**src/rtl/uart_rx.sv**
```systemverilog
// uart_rx -- oversampling UART receiver.
// Detects a start bit on the synchronized line, samples each data bit at
// mid-bit using the tick_16x strobe, checks the stop bit and hands the word
// to the consumer over a valid/ready handshake.
// Optional parity bit support is compiled in with `define UART_RX_PARITY_EN.
module uart_rx #(
  parameter int DATA_BITS    = 8,
  parameter int OVERSAMPLING = 16,
  parameter int PARITY_ODD   = 0
) (
  input  logic                 clk,
  input  logic                 rst_n,
  input  logic                 tick_16x,
  input  logic                 rx,
  output logic [DATA_BITS-1:0] rx_data,
  output logic                 rx_valid,
  input  logic                 rx_ready,
  output logic                 busy,
  output logic                 frame_err,
  output logic                 overrun_err,
  output logic                 parity_err
);

  localparam int SW = $clog2(OVERSAMPLING);
  localparam int BW = $clog2(DATA_BITS + 1);
  localparam logic [SW-1:0] SAMP_MID  = SW'(OVERSAMPLING / 2 - 1);
  localparam logic [SW-1:0] SAMP_LAST = SW'(OVERSAMPLING - 1);
  localparam logic [BW-1:0] BIT_LAST  = BW'(DATA_BITS - 1);

  // Reject parameter values the sampling scheme cannot support.
  if (DATA_BITS < 5 || DATA_BITS > 9) begin : g_bad_data_bits
    $error("uart_rx: DATA_BITS must be in 5..9");
  end
  if (OVERSAMPLING < 8 || (OVERSAMPLING % 2) != 0) begin : g_bad_oversampling
    $error("uart_rx: OVERSAMPLING must be even and >= 8");
  end
  if (PARITY_ODD != 0 && PARITY_ODD != 1) begin : g_bad_parity_odd
    $error("uart_rx: PARITY_ODD must be 0 or 1");
  end

  typedef enum logic [2:0] {
    ST_IDLE,
    ST_START,
    ST_DATA,
`ifdef UART_RX_PARITY_EN
    ST_PARITY,
`endif
    ST_STOP
  } state_e;

  logic                 rx_meta_q, rx_s_q;
  state_e               state_q, state_d;
  logic                 armed_q, armed_d;
  logic [SW-1:0]        samp_q, samp_d;
  logic [BW-1:0]        bit_q, bit_d;
  logic [DATA_BITS-1:0] shift_q, shift_d;
  logic [DATA_BITS-1:0] data_q, data_d;
  logic                 valid_q, valid_d;
  logic                 frame_err_q, frame_err_d;
  logic                 overrun_err_q, overrun_err_d;
`ifdef UART_RX_PARITY_EN
  localparam logic PAR_ODD_BIT = 1'(PARITY_ODD);
  logic                 par_q, par_d;
  logic                 parity_err_q, parity_err_d;
`endif

  // Two-flop synchronizer; idles high so reset never looks like a start bit.
  always_ff @(posedge clk or negedge rst_n) begin
    if (!rst_n) begin
      rx_meta_q <= 1'b1;
      rx_s_q    <= 1'b1;
    end else begin
      rx_meta_q <= rx;
      rx_s_q    <= rx_meta_q;
    end
  end

  // Frame state, counters, shift register and registered outputs.
  always_ff @(posedge clk or negedge rst_n) begin
    if (!rst_n) begin
      state_q       <= ST_IDLE;
      armed_q       <= 1'b0;
      samp_q        <= '0;
      bit_q         <= '0;
      shift_q       <= '0;
      data_q        <= '0;
      valid_q       <= 1'b0;
      frame_err_q   <= 1'b0;
      overrun_err_q <= 1'b0;
`ifdef UART_RX_PARITY_EN
      par_q         <= 1'b0;
      parity_err_q  <= 1'b0;
`endif
    end else begin
      state_q       <= state_d;
      armed_q       <= armed_d;
      samp_q        <= samp_d;
      bit_q         <= bit_d;
      shift_q       <= shift_d;
      data_q        <= data_d;
      valid_q       <= valid_d;
      frame_err_q   <= frame_err_d;
      overrun_err_q <= overrun_err_d;
`ifdef UART_RX_PARITY_EN
      par_q         <= par_d;
      parity_err_q  <= parity_err_d;
`endif
    end
  end

  // Next-state logic: frame sequencing on ticks, handshake on every cycle.
  always_comb begin
    state_d       = state_q;
    armed_d       = armed_q;
    samp_d        = samp_q;
    bit_d         = bit_q;
    shift_d       = shift_q;
    data_d        = data_q;
    // A word taken by the consumer frees the output register next cycle.
    valid_d       = valid_q && !rx_ready;
    frame_err_d   = 1'b0;
    overrun_err_d = 1'b0;
`ifdef UART_RX_PARITY_EN
    par_d         = par_q;
    parity_err_d  = 1'b0;
`endif

    case (state_q)
      ST_IDLE: begin
        // The line must be seen high before a falling edge counts as a start.
        if (rx_s_q) begin
          armed_d = 1'b1;
        end else if (tick_16x && armed_q) begin
          state_d = ST_START;
          samp_d  = '0;
          armed_d = 1'b0;
        end
      end

      ST_START: begin
        if (tick_16x) begin
          if (samp_q == SAMP_MID) begin
            if (!rx_s_q) begin
              state_d = ST_DATA;
              samp_d  = '0;
              bit_d   = '0;
            end else begin
              state_d = ST_IDLE;  // glitch, not a real start bit
            end
          end else begin
            samp_d = samp_q + SW'(1);
          end
        end
      end

      ST_DATA: begin
        if (tick_16x) begin
          if (samp_q == SAMP_LAST) begin
            samp_d  = '0;
            shift_d = {rx_s_q, shift_q[DATA_BITS-1:1]};
            bit_d   = bit_q + BW'(1);
            if (bit_q == BIT_LAST) begin
`ifdef UART_RX_PARITY_EN
              state_d = ST_PARITY;
`else
              state_d = ST_STOP;
`endif
            end
          end else begin
            samp_d = samp_q + SW'(1);
          end
        end
      end

`ifdef UART_RX_PARITY_EN
      ST_PARITY: begin
        if (tick_16x) begin
          if (samp_q == SAMP_LAST) begin
            samp_d  = '0;
            par_d   = rx_s_q;
            state_d = ST_STOP;
          end else begin
            samp_d = samp_q + SW'(1);
          end
        end
      end
`endif

      ST_STOP: begin
        if (tick_16x) begin
          if (samp_q == SAMP_LAST) begin
            samp_d  = '0;
            state_d = ST_IDLE;
            // Error priority: framing, then parity, then overrun.
            if (!rx_s_q) begin
              frame_err_d = 1'b1;
`ifdef UART_RX_PARITY_EN
            end else if (((^shift_q) ^ par_q) != PAR_ODD_BIT) begin
              parity_err_d = 1'b1;
`endif
            end else if (!valid_q || rx_ready) begin
              data_d  = shift_q;
              valid_d = 1'b1;
            end else begin
              overrun_err_d = 1'b1;  // keep the unread word, drop the new one
            end
          end else begin
            samp_d = samp_q + SW'(1);
          end
        end
      end

      default: state_d = ST_IDLE;
    endcase
  end

  assign rx_data     = data_q;
  assign rx_valid    = valid_q;
  assign busy        = (state_q != ST_IDLE);
  assign frame_err   = frame_err_q;
  assign overrun_err = overrun_err_q;
`ifdef UART_RX_PARITY_EN
  assign parity_err  = parity_err_q;
`else
  assign parity_err  = 1'b0;
`endif

endmodule
```
**config.mk**
```make
export PLATFORM = sky130hd
export DESIGN_NAME = uart_rx
export DESIGN_NICKNAME = d
export VERILOG_FILES = /design/src/rtl/uart_rx.sv
export SDC_FILE = /design/constraint.sdc
export NUM_CORES = 1
export LEC_CHECK = 0
export CORE_MARGIN = 2
export CORE_UTILIZATION = 53
export DETAILED_ROUTE_END_ITERATION = 16
export HOLD_SLACK_MARGIN = 0.03
export PLACE_DENSITY = 0.79
export SYNTH_ARGS = -nofsm -noshare
export SYNTH_HDL_FRONTEND = slang
export SYNTH_SLANG_ARGS = --single-unit
```
**constraint.sdc**
```tcl
create_clock -name clk -period 1.9 [get_ports clk]
set_input_delay 0.19 -clock clk [delete_from_list [all_inputs] [get_ports clk]]
set_output_delay 0.19 -clock clk [all_outputs]
set_load 0.02 [all_outputs]
```
==> results of run 1 <==
==> registers in the layout, summed over array words and instances (netlist names) <==
register / flops
rx_data: 8
samp_q: 4
overrun_err: 1
rx_s_q: 1
rx_meta_q: 1
shift_q: 8
bit_q: 4
frame_err: 1
rx_valid: 1
armed_q: 1
state_q: 2
==> through the flow <==
step                      setup slack (ns)  setup TNS, ns
final                                0.101              0
after detailed placement         0.0000525              0
after global placement              0.0320              0
after floorplan                      0.227              0
after global routing              -0.00367       -0.00367
after CTS                           0.0115              0
==> cell usage in the layout (no fill, tap or decap), types with 2 or more instances in the layout <==
cell,instances
sky130_fd_sc_hd__a211o_1,2
sky130_fd_sc_hd__a21o_1,3
sky130_fd_sc_hd__a22o_1,3
sky130_fd_sc_hd__and2_1,3
sky130_fd_sc_hd__and3_1,2
sky130_fd_sc_hd__and4_4,2
sky130_fd_sc_hd__buf_4,5
sky130_fd_sc_hd__clkbuf_4,5
sky130_fd_sc_hd__clkdlybuf4s50_1,16
sky130_fd_sc_hd__dfrtp_1,28
sky130_fd_sc_hd__dfrtp_2,2
sky130_fd_sc_hd__dfstp_2,2
sky130_fd_sc_hd__inv_1,5
sky130_fd_sc_hd__mux2_2,17
sky130_fd_sc_hd__nand2_1,6
sky130_fd_sc_hd__nand3_1,5
sky130_fd_sc_hd__nor2_1,5
sky130_fd_sc_hd__nor2b_1,3
sky130_fd_sc_hd__o21ai_0,5
==> repair_timing <==
action	in CTS	in global routing
buffers inserted	0	1
resized for setup	1	5
endpoints found under the setup margin	1	21
==> synth_stat cells, drive strengths merged (2+ instances only) <==
cell	instances
inv	5
dfrtp	30
and2	3
a21o	4
nand3	5
a22o	3
and4	2
mux2	17
nor2	5
o21ai	6
nor2b	3
buf	5
ha	2
dfstp	2
and3	2
nand2	6
a211o	2
==> metal layers <==
| metal | track usage [%] | vias up |
|---|---|---|
| met5 | 0 | - |
| met4 | 6.12 | 0 |
| met3 | 5.81 | 5 |
| met2 | 22.9 | 28 |
| met1 | 23.9 | 445 |
| li1 | - | 471 |
==> final timing paths <==
path,endpoint,slack [ns]
max in group asynchronous,rx_s_q$_DFF_PN1_,1.33
setup / recovery,busy,0.10
setup reg to reg,shift_q[1]$_DFFE_PN0P_,0.13
min in group clk,rx_meta_q$_DFF_PN1_,0.27
hold reg to reg,rx_s_q$_DFF_PN1_,0.36
hold / removal,bit_q[3]$_DFFE_PN0P_,0.24
==> logic make-up (layout without fill, tap and decap cells) <==
kind of cell	count (synthesis)	after routing	synth area share, %
DFF	32	32	55.9
AOI/OAI and AO/OA	21	21	10.7
other	1	1	0.261
muxes	18	18	14.0
buffers and inverters	10	35	4.00
adders and majority gates	2	2	1.74
and+or+nand+nor	34	34	13.4
==> report_power, final <==
part,internal (mW),switching (mW)
clock network,0.276,0.221
registers,0.778,0.132
logic,0.233,0.204
total,1.29,0.557
==> area by class of cell <==
| type | instances | area, um^2 | share of cell area, % |
|---|---|---|---|
| tap | 30 | 37.5 | 2.16 |
| clock inverter | 2 | 35.0 | 2.01 |
| clock buffer | 6 | 41.3 | 2.37 |
| multi-input combinational | 76 | 592 | 34.0 |
| inverter | 5 | 18.8 | 1.08 |
| sequential | 32 | 806 | 46.3 |
| timing repair buffer | 22 | 209 | 12.0 |
==> critical path: cells and delay by family, from the launching register on <==
family                 cells  cell delay [ns]
buffers and inverters      2             0.72
DFF                        1             0.47
and+or+nand+nor            1             0.09
==> implementation parameters, run 1 <==
Parameter                              Value

Route
  Remaining routing DRC violations ... 0
  Wire per inst ... about 13 um
  Iteration-0 DRC Markers ... 26
  Post-route antenna net violation count ... 0
  Routed vias ... about 950
  Number of vias per cell ... between 5 and 6
  Top routing layer used ... met4
  Length of routed met3 wiring ... 100 um
  Total met2 wirelength after detailed routing ... around 1 mm
  Length of routed wiring on met1 ... between 1 and 1.5 mm
  Final routed wirelength across all metal layers ... about 2.3 mm
  Initial DRT Pass Iterations ... 4

Logic synthesis
  Syn_nets ... between 100 and 150
  Cell accounting for the most synthesized area ... sky130_fd_sc_hd__dfrtp_1
  Cell variety after synth ... 38
  Number of storage elements in the synthesis netlist ... 32
  Cell area after technology mapping ... 1440 um^2
  Number of synthesis warnings ... 0
  Number of synthesized flops with an enable pin ... 0
  Sequential area share after synthesis ... a little under three fifths
  Per-instance average area after synthesis ... about 12 um^2
  Fraction of synthesis flops using an asynchronous set or reset pin ... between 90% and 100%
  Most used flip-flop cell after synthesis ... sky130_fd_sc_hd__dfrtp_1
  Number of standard cells after synthesis ... around 120
  Proportion of netlist area held by the largest area contributor ... 52.2%
  Biggest area contributors in the synthesized netlist ... sky130_fd_sc_hd__dfrtp_1 (52%), sky130_fd_sc_hd__mux2_2 (13%), sky130_fd_sc_hd__dfstp_2 (3.7%)

Clock tree
  TritonCTS clock tree ... done
  Hold-fix buffers at CTS ... 0
  Clock edge transition at the registers on the reported setup and hold paths ... approximately 0.1 ns
  Root Buffer ... sky130_fd_sc_hd__clkbuf_4
  Worst-Skew Late Latency ... about 0.33 ns
  TritonCTS sink count ... 32
  Maximum buffer depth of the clock tree ... 2
  Level count of the clock H-tree ... 2
  Number of CTS-inserted buffers ... 5

Global routing
  Overall track demand over capacity in global routing ... roughly 17%
  Wire length of the first global-routing pass ... approximately 4.1 mm
  Vias in the first global route ... ~920
  Antenna violations before repair ... 0
  Total grt overflow ... 0
  Maximum number of pins on one net before global-route repair ... 33

Final layout
  Share of post-route cells with drive strength above 1 ... a little over a quarter
  Area of all placed cells without fillers ... ~1700 um^2
  Antenna Cells ... 0
  Number of nets in the layout ... 149
  Layout Utilization ... slightly below 70%
  Non-filler instance count after layout ... 173
  Layout-stage area growth over the synthesis result ... 21.0%
  Fill cell total of the finished layout ... roughly 200

STA
  Final cycle utilization of the critical path ... 94.7%
  Final setup violating endpoints ... 0
  Worst hold margin ... 0.244 ns
  Final setup skew ... between 0.01 and 0.015 ns
  Total count of max-transition violations in the final report ... 0
  Fin crit period ... ~1.8 ns
  Maximum clock frequency ... about 560 MHz
  Count of final hold-check violations ... 0

Critical path
  Critical Path, Cell by Cell ... nor2_1, inv_1, clkdlybuf4s50_1
  Delay of the slowest critical-path stage ... around 0.61 ns
  Cell at the slowest stage of the critical path ... sky130_fd_sc_hd__clkdlybuf4s50_1
  Signal arrival time at the worst endpoint ... between 1.5 and 2 ns
  Required arrival time at the worst endpoint ... 1.71 ns
  Launch instance of the worst register-to-register path ... samp_q[0]$_DFFE_PN0P_
  Largest fanout on the critical path ... 11
  Element type at the critical path end ... output pin
  Crit. Startpoint ... state_q[0]$_DFFE_PN0P_
  Kind of start point of the critical path ... register
  Number of cells traversed by the worst register-to-register path ... 4
  Critical path class ... register to output pin

Flow run
  Max-capacitance violation count ... 0

Placement
  RePlAce Congestion ... 0.810
  Total placed cells including tap cells ... about 160
  Placement Cell Area ... roughly 1600 um^2
  Post-DP HPWL ... ~1.6 mm
  IO buf count ... 16

Die
  Initial Util ... 57.0%
  Vert. Die Dim ... around 56 um
  Io pins ... 18
  Core Rows ... 18
  Floorplan core area ... between 2000 and 3000 um^2
  Die width ... 56.1 um
  Total die area ... ~3100 um^2

Pwr
  Leakage ... a little over 0.8 nW
  Power per unit of standard cell area ... between 1000 and 1500 nW/um^2
  Post-layout total power ... 1.84 mW
  Worst vdd rail ir drop ... roughly 0.94 mV

Worst hold path
  Class of the worst hold path ... input pin to asynchronous set/reset pin

Run status
  Status ... finished, final reports clean
Power figures use the tool's default switching activity.
==> run 2, diff against run 1 <==
--- a/config.mk
+++ b/config.mk
@@ -5,7 +5,7 @@
 export SDC_FILE = /design/constraint.sdc
 export NUM_CORES = 1
 export LEC_CHECK = 0
-export CORE_MARGIN = 2
+export CORE_MARGIN = 4
 export CORE_UTILIZATION = 53
 export DETAILED_ROUTE_END_ITERATION = 16
 export HOLD_SLACK_MARGIN = 0.03
==> run 2 against run 1 <==
  * Sequential power is 0.5% lower
  * First-iteration DRC count is 96% higher
  * Clock skew is essentially flat
  * Wire length is 13% higher
  * Highest routed layer unchanged
  * Hold slack lost 0.023 ns
  * Die area is 15% higher
  * Register-to-register slack got worse by 0.03 ns
  * Largest cell class unchanged
  * Fmax shrank 0.14%
  * Utilization about the same
  * Clock-buffer cell count shrank 1
==> implementation parameters, run 2 (synthesis results as in run 1) <==
Parameter                              Value

STA
  Count of final hold-check violations ... 0 (unchanged)
  Worst hold margin ... 0.221 ns (was 0.244 ns)
  Maximum clock frequency ... 555 MHz (was 556 MHz)
  RSZ-0062 raised after global routing ... false
  Total count of max-transition violations in the final report ... 0 (unchanged)
  Final setup skew ... 0.0127 ns (about the same)
  Sum Neg Setup Slack ... 0 ns (unchanged)
  Fin crit period ... 1.80 ns (about the same)
  Final setup violating endpoints ... 0 (unchanged)
  Final cycle utilization of the critical path ... 94.8% (was 94.7%)

Critical path
  Launch instance of the worst register-to-register path ... samp_q[0]$_DFFE_PN0P_ (unchanged)
  Critical Path, Cell by Cell ... ha_4, and4_2, nand4_1, nor2b_1, buf_4, mux2_2 (was nor2_1, inv_1, clkdlybuf4s50_1)
  Signal arrival time at the worst endpoint ... 2.03 ns (was 1.61 ns)
  Cell at the slowest stage of the critical path ... sky130_fd_sc_hd__dfrtp_2 (was sky130_fd_sc_hd__clkdlybuf4s50_1)
  Largest fanout on the critical path ... 8 (was 11)
  Crit. Startpoint ... samp_q[0]$_DFFE_PN0P_ (was state_q[0]$_DFFE_PN0P_)
  Worst reg2reg endpoint ... rx_data[7]$_DFFE_PN0P_ (was shift_q[1]$_DFFE_PN0P_)
  Critical path class ... register to register (was register to output pin)
  Delay of the slowest critical-path stage ... 0.42 ns (was 0.61 ns)
  Flop2flop setup slack ... 0.1 ns (was 0.13 ns)
  Element type at the critical path end ... register (was output pin)
  Number of cells traversed by the worst register-to-register path ... 6 (was 4)
  Kind of start point of the critical path ... register (unchanged)
  Required arrival time at the worst endpoint ... 2.12 ns (was 1.71 ns)

Final layout
  Commonest cells after routing, fill and taps aside ... sky130_fd_sc_hd__dfrtp_1 (28), sky130_fd_sc_hd__mux2_2 (17), sky130_fd_sc_hd__clkdlybuf4s50_1 (15) (was sky130_fd_sc_hd__dfrtp_1 (28), sky130_fd_sc_hd__mux2_2 (17), sky130_fd_sc_hd__clkdlybuf4s50_1 (16))
  Most common cell after layout, fill and taps aside ... sky130_fd_sc_hd__dfrtp_1 (unchanged)
  Multi-input gate area ... 591 um^2 (was 592 um^2)
  FF/Latch Area ... 806 um^2 (unchanged)
  Fill cell total of the finished layout ... 186 (was 197)
  Antenna Cells ... 0 (unchanged)
  Layout-stage area growth over the synthesis result ... 21.1% (was 21.0%)
  Share of post-route cells with drive strength above 1 ... 28.0% (was 27.3%)
  Number of nets in the layout ... 149 (unchanged)
  Non-filler instance count after layout ... 173 (unchanged)

Clock tree
  Level count of the clock H-tree ... 2 (unchanged)
  Hold-fix buffers at CTS ... 0 (unchanged)
  Clock edge transition at the registers on the reported setup and hold paths ... 0.11 ns (was 0.10 ns)
  Worst-Skew Late Latency ... 0.34 ns (was 0.33 ns)
  TritonCTS clock tree ... done (unchanged)
  Root Buffer ... sky130_fd_sc_hd__clkbuf_4 (unchanged)
  Number of CTS-inserted buffers ... 5 (unchanged)
  TritonCTS sink count ... 32 (unchanged)
  Maximum buffer depth of the clock tree ... 2 (unchanged)

Pwr
  Clk network pwr share ... 27.7% (was 26.9%)
  Share of total power consumed by net switching ... 32.0% (was 30.2%)
  Leakage ... 0.824 nW (was 0.823 nW)
  Power per unit of standard cell area ... 1090 nW/um^2 (was 1060 nW/um^2)
  Combinational group share of total power ... 24.4% (was 23.7%)
  Worst vdd rail ir drop ... 0.947 mV (was 0.936 mV)
  Post-layout total power ... 1.89 mW (was 1.84 mW)
  Switching power summed over all nets ... 604 uW (was 557 uW)
  Sequential share of power ... 47.9% (was 49.4%)
  Internal power of the cells ... 1.29 mW (about the same)

Die
  Total die area ... 3610 um^2 (was 3140 um^2)
  Die width ... 60.1 um (was 56.1 um)
  Floorplan core area ... 2520 um^2 (unchanged)
  Initial Util ... 57.0% (unchanged)
  Io pins ... 18 (unchanged)
  Core Rows ... 18 (unchanged)
  Vert. Die Dim ... 60.1 um (was 56.1 um)

Placement
  IO buf count ... 16 (unchanged)
  Post-DP HPWL ... 1.76 mm (was 1.62 mm)
  RePlAce Congestion ... 0.825 (was 0.810)
  Total placed cells including tap cells ... 165 (was 164)

Global routing
  Antenna violations before repair ... 0 (unchanged)
  Vias in the first global route ... 1022 (was 921)
  Overall track demand over capacity in global routing ... 17.6% (was 16.5%)
  Wire length of the first global-routing pass ... 4.58 mm (was 4.05 mm)
  Maximum number of pins on one net before global-route repair ... 33 (unchanged)
  Total grt overflow ... 0 (unchanged)

Route
  Routed vias ... 983 (was 949)
  Wire per inst ... 14.9 um (was 13.2 um)
  Final routed wirelength across all metal layers ... 2.58 mm (was 2.29 mm)
  Remaining routing DRC violations ... 0 (unchanged)
  Number of vias per cell ... 5.68 (was 5.49)
  Iteration-0 DRC Markers ... 51 (was 26)
  Post-route antenna net violation count ... 0 (unchanged)
  Initial DRT Pass Iterations ... 5 (was 4)

Run status
  Status ... finished, final reports clean (unchanged)

Flow run
  Max-capacitance violation count ... 0 (unchanged)

Worst hold path
  Class of the worst hold path ... input pin to asynchronous set/reset pin (unchanged)
## run 2: repair_timing
action / CTS / global route
setup endpoints to repair: 2 / 23
hold endpoints to repair: 0 / 0
resized for setup: 2 / 4
cloned: 0 / 0
setup buffers: 0 / 0
## run 2: power groups by stage
stage	Sequential, mW	Clock (mW)	Combinational, mW
after floorplan	0.848	0	0.360
after global placement	0.888	0	0.422
after detailed placement	0.895	0	0.449
after CTS	0.886	0.533	0.452
after global routing	0.920	0.566	0.526
final	0.905	0.523	0.461
## run 2: metal layers
layer / vias to the layer above / GRT usage, % / share of wire [%]
li1: 473 / - / -
met3: 10 / 4.75 / 5.7
met5: - / 0 / 0
met2: 28 / 26.2 / 46
met1: 472 / 22.4 / 45
met4: 0 / 11.4 / 2.9
## run 2: final cells by class
type	count	share of cell area [%]
timing repair buffer	22	11.9
inverter	5	1.08
clock buffer	5	2.16
clock inverter	3	2.44
multi-input combinational	76	33.9
sequential	32	46.3
tap	30	2.16
## run 2: worst max path at each step
stage	to
2_1_floorplan	samp_q[3]$_DFFE_PN0P_
3_3_place_gp	shift_q[0]$_DFFE_PN0P_
3_5_place_dp	shift_q[4]$_DFFE_PN0P_
4_1_cts	rx_data[7]$_DFFE_PN0P_
5_1_grt	rx_data[7]$_DFFE_PN0P_
6_report	rx_data[7]$_DFFE_PN0P_
## run 2: stage by stage
step	util [%]	area [um^2]	worst slack, ns
after global placement	65.1	1640	0.0303
after global routing	69.0	1740	0.0135
after detailed placement	65.1	1640	-0.0299
final	69.0	1740	0.0983
after floorplan	-	1440	0.227
after CTS	68.4	1720	0.00897
## run 2: worst max-delay path: cells and delay by family, from the launching register on
family / cells / cell delay, ns
adders and majority gates: 1 / 0.17
muxes: 1 / 0.35
DFF: 1 / 0.42
buffers and inverters: 1 / 0.18
and+or+nand+nor: 3 / 0.58
==> run 3, diff against run 2 <==
--- a/config.mk
+++ b/config.mk
@@ -9,7 +9,8 @@
 export CORE_UTILIZATION = 53
 export DETAILED_ROUTE_END_ITERATION = 16
 export HOLD_SLACK_MARGIN = 0.03
-export PLACE_DENSITY = 0.79
+export PLACE_DENSITY = 0.89
+export SLEW_MARGIN = 0
 export SYNTH_ARGS = -nofsm -noshare
 export SYNTH_HDL_FRONTEND = slang
 export SYNTH_SLANG_ARGS = --single-unit
==> run 3 against run 2 <==
  * Utilization fell by 0.50 points
  * First-iteration DRC count decreased by 71%
  * Design area down 0.72%
  * Non-clock buffer count increased by 2
  * Sequential share of layout area is 0.26 points higher
  * Clock skew is 0.0059 ns higher
  * Final cell count up 1.2%
  * Global-route usage down 0.67 points
  * Via count down 0.81%
  * Critical path type unchanged
  * Critical endpoint unchanged
==> implementation parameters, run 3 (synthesis results as in run 1) <==
Parameter                              Value

STA
  Final setup skew ... 0.0186 ns (was 0.0127 ns)
  Fin crit period ... 1.82 ns (was 1.80 ns)
  Final cycle utilization of the critical path ... 95.7% (was 94.8%)
  Worst hold margin ... 0.211 ns (was 0.221 ns)
  Final setup slack of the worst path ... 0.0809 ns (was 0.0983 ns)
  Final setup violating endpoints ... 0 (unchanged)
  Maximum clock frequency ... 550 MHz (was 555 MHz)
  Total count of max-transition violations in the final report ... 0 (unchanged)
  Count of final hold-check violations ... 0 (unchanged)

Pwr
  Worst vdd rail ir drop ... 0.851 mV (was 0.947 mV)
  Sequential share of power ... 49.2% (was 47.9%)
  Leakage ... 0.832 nW (was 0.824 nW)
  Switching power summed over all nets ... 585 uW (was 604 uW)
  Share of total power consumed by net switching ... 32.8% (was 32.0%)
  Clk network pwr share ... 23.3% (was 27.7%)
  Power per unit of standard cell area ... 1030 nW/um^2 (was 1090 nW/um^2)
  Combinational group share of total power ... 27.4% (was 24.4%)
  Internal power of the cells ... 1.20 mW (was 1.29 mW)

Flow run
  Max-capacitance violation count ... 0 (unchanged)

Critical path
  Flop2flop setup slack ... 0.08 ns (was 0.1 ns)
  Required arrival time at the worst endpoint ... 2.12 ns (about the same)
  Critical path class ... register to register (unchanged)
  Kind of start point of the critical path ... register (unchanged)
  Number of cells traversed by the worst register-to-register path ... 6 (unchanged)
  Largest fanout on the critical path ... 8 (unchanged)
  Element type at the critical path end ... register (unchanged)
  Launch instance of the worst register-to-register path ... samp_q[0]$_DFFE_PN0P_ (unchanged)
  Endpoint of the worst setup timing path ... rx_data[7]$_DFFE_PN0P_ (unchanged)
  Signal arrival time at the worst endpoint ... 2.04 ns (was 2.03 ns)
  Crit. Startpoint ... samp_q[0]$_DFFE_PN0P_ (unchanged)
  Worst reg2reg endpoint ... rx_data[7]$_DFFE_PN0P_ (unchanged)

Global routing
  Met2 GRT Util ... 23.3% (was 26.2%)
  Antenna violations before repair ... 0 (unchanged)
  Maximum number of pins on one net before global-route repair ... 33 (unchanged)
  Wire length of the first global-routing pass ... 4.43 mm (was 4.58 mm)
  Global Route met3 Usage ... 7.13% (was 4.75%)
  GR Util met1 ... 22.9% (was 22.4%)
  Overall track demand over capacity in global routing ... 17.0% (was 17.6%)
  Most heavily used metal layer in global routing ... met2 (unchanged)
  Total grt overflow ... 0 (unchanged)
  Vias in the first global route ... 980 (was 1022)

Die
  Core Rows ... 18 (unchanged)
  Initial Util ... 57.0% (unchanged)
  Vert. Die Dim ... 60.1 um (unchanged)
  Total die area ... 3610 um^2 (unchanged)
  Floorplan core area ... 2520 um^2 (unchanged)
  Io pins ... 18 (unchanged)
  Die width ... 60.1 um (unchanged)

Clock tree
  Hold-fix buffers at CTS ... 0 (unchanged)
  Clock edge transition at the registers on the reported setup and hold paths ... 0.11 ns (about the same)
  Worst-Skew Late Latency ... 0.35 ns (was 0.34 ns)
  Maximum buffer depth of the clock tree ... 2 (unchanged)
  Level count of the clock H-tree ... 2 (unchanged)
  Root Buffer ... sky130_fd_sc_hd__clkbuf_4 (unchanged)
  Number of CTS-inserted buffers ... 5 (unchanged)
  TritonCTS clock tree ... done (unchanged)
  TritonCTS sink count ... 32 (unchanged)

Route
  Routed vias ... 975 (was 983)
  Number of vias per cell ... 5.57 (was 5.68)
  Iteration-0 DRC Markers ... 15 (was 51)
  Final routed wirelength across all metal layers ... 2.57 mm (was 2.58 mm)
  Wire per inst ... 14.7 um (was 14.9 um)
  Initial DRT Pass Iterations ... 4 (was 5)
  Post-route antenna net violation count ... 0 (unchanged)
  Remaining routing DRC violations ... 0 (unchanged)

Final layout
  Most common cell after layout, fill and taps aside ... sky130_fd_sc_hd__dfrtp_1 (unchanged)
  Share of post-route cells with drive strength above 1 ... 29.0% (was 28.0%)
  Fill cell total of the finished layout ... 186 (unchanged)
  Number of nets in the layout ... 151 (was 149)
  Antenna Cells ... 0 (unchanged)
  Commonest cells after routing, fill and taps aside ... sky130_fd_sc_hd__dfrtp_1 (29), sky130_fd_sc_hd__mux2_2 (17), sky130_fd_sc_hd__clkdlybuf4s50_1 (15) (was sky130_fd_sc_hd__dfrtp_1 (28), sky130_fd_sc_hd__mux2_2 (17), sky130_fd_sc_hd__clkdlybuf4s50_1 (15))
  Layout-stage area growth over the synthesis result ... 20.2% (was 21.1%)
  Multi-input gate area ... 583 um^2 (was 591 um^2)
  FF/Latch Area ... 805 um^2 (was 806 um^2)

Placement
  RePlAce Congestion ... 0.850 (was 0.825)
  Placement Setup Slack ... -0.0222 ns (was -0.0299 ns)
  IO buf count ... 16 (unchanged)
  Post-DP HPWL ... 1.78 mm (was 1.76 mm)

Run status
  Status ... finished, final reports clean (unchanged)

Worst hold path
  Class of the worst hold path ... input pin to asynchronous set/reset pin (unchanged)
[run 3: changes by cell type in the layout (fill, tap and decap cells not counted)]
cell / before / now
sky130_fd_sc_hd__and4_4: 1 / 2
sky130_fd_sc_hd__dfrtp_2: 2 / 1
sky130_fd_sc_hd__clkinvlp_4: 1 / 0
sky130_fd_sc_hd__bufinv_16: 1 / 0
sky130_fd_sc_hd__clkbuf_8: 0 / 1
sky130_fd_sc_hd__and2_2: 0 / 1
sky130_fd_sc_hd__buf_4: 6 / 8
sky130_fd_sc_hd__and4_2: 1 / 0
sky130_fd_sc_hd__dfrtp_1: 28 / 29
sky130_fd_sc_hd__and2_1: 3 / 2
sky130_fd_sc_hd__clkinv_2: 1 / 2
sky130_fd_sc_hd__ha_2: 0 / 1
sky130_fd_sc_hd__ha_4: 1 / 0
[run 3: stage by stage]
step           setup TNS (ns)  std cells  util [%]  instance area (um^2)  power [mW]
2_1_floorplan               0        118         -                  1440        1.21
6_report                    0        175      68.5                  1730        1.78
4_1_cts                     0        174      67.9                  1710        1.77
3_5_place_dp           -0.126        166      65.4                  1650        1.35
5_1_grt                -0.120        175      68.5                  1730        1.91
3_3_place_gp                0        166      65.4                  1650        1.32
[run 3: layer usage]
metal  vias to the layer above  part of all wire [%]  routed length, um
met4                         0                   1.7                 43
met3                         3                   4.9                125
li1                        475                     -                  -
met1                       478                    47               1210
met5                         -                     0                  0
met2                        19                    46               1180
[run 3: how the worst min path moves through the flow]
stage,start,cells after the start,to
final,rst_n,2,frame_err$_DFF_PN0_
after global routing,rst_n,2,state_q[0]$_DFFE_PN0P_
after CTS,rst_n,2,samp_q[3]$_DFFE_PN0P_
after detailed placement,rx_meta_q$_DFF_PN1_,0,rx_s_q$_DFF_PN1_
after global placement,rx_meta_q$_DFF_PN1_,0,rx_s_q$_DFF_PN1_
after floorplan,rst_n,0,armed_q$_DFFE_PN0P_
[run 3: layout make-up]
class	count	share of cell area, %
Inverter	5	1.09
Timing Repair Buffer	24	12.9
Tap cell	30	2.17
Sequential cell	32	46.6
Clock inverter	2	0.579
Clock buffer	6	2.97
Multi-Input combinational cell	76	33.7
[run 3: repair_timing]
item / CTS / global route
buffers inserted: 0 / 1
resized for setup: 2 / 3
pin swaps: 0 / 0
setup endpoints to repair: 7 / 12
cloned: 0 / 0
[run 3: power by group through the flow]
stage	Combinational (mW)	Sequential, mW	Clock [mW]
3_3_place_gp	0.441	0.875	0
6_report	0.488	0.877	0.416
4_1_cts	0.466	0.874	0.434
2_1_floorplan	0.360	0.848	0
3_5_place_dp	0.463	0.887	0
5_1_grt	0.552	0.892	0.466
[run 3: worst max-delay path: stages (launching register included)]
cell and delay, ns:
sky130_fd_sc_hd__dfrtp_1 0.40, sky130_fd_sc_hd__ha_2 0.24, sky130_fd_sc_hd__and4_4 0.25, sky130_fd_sc_hd__nand4_1 0.14, sky130_fd_sc_hd__nor2b_1 0.14, sky130_fd_sc_hd__buf_4 0.18
sky130_fd_sc_hd__mux2_2 0.34
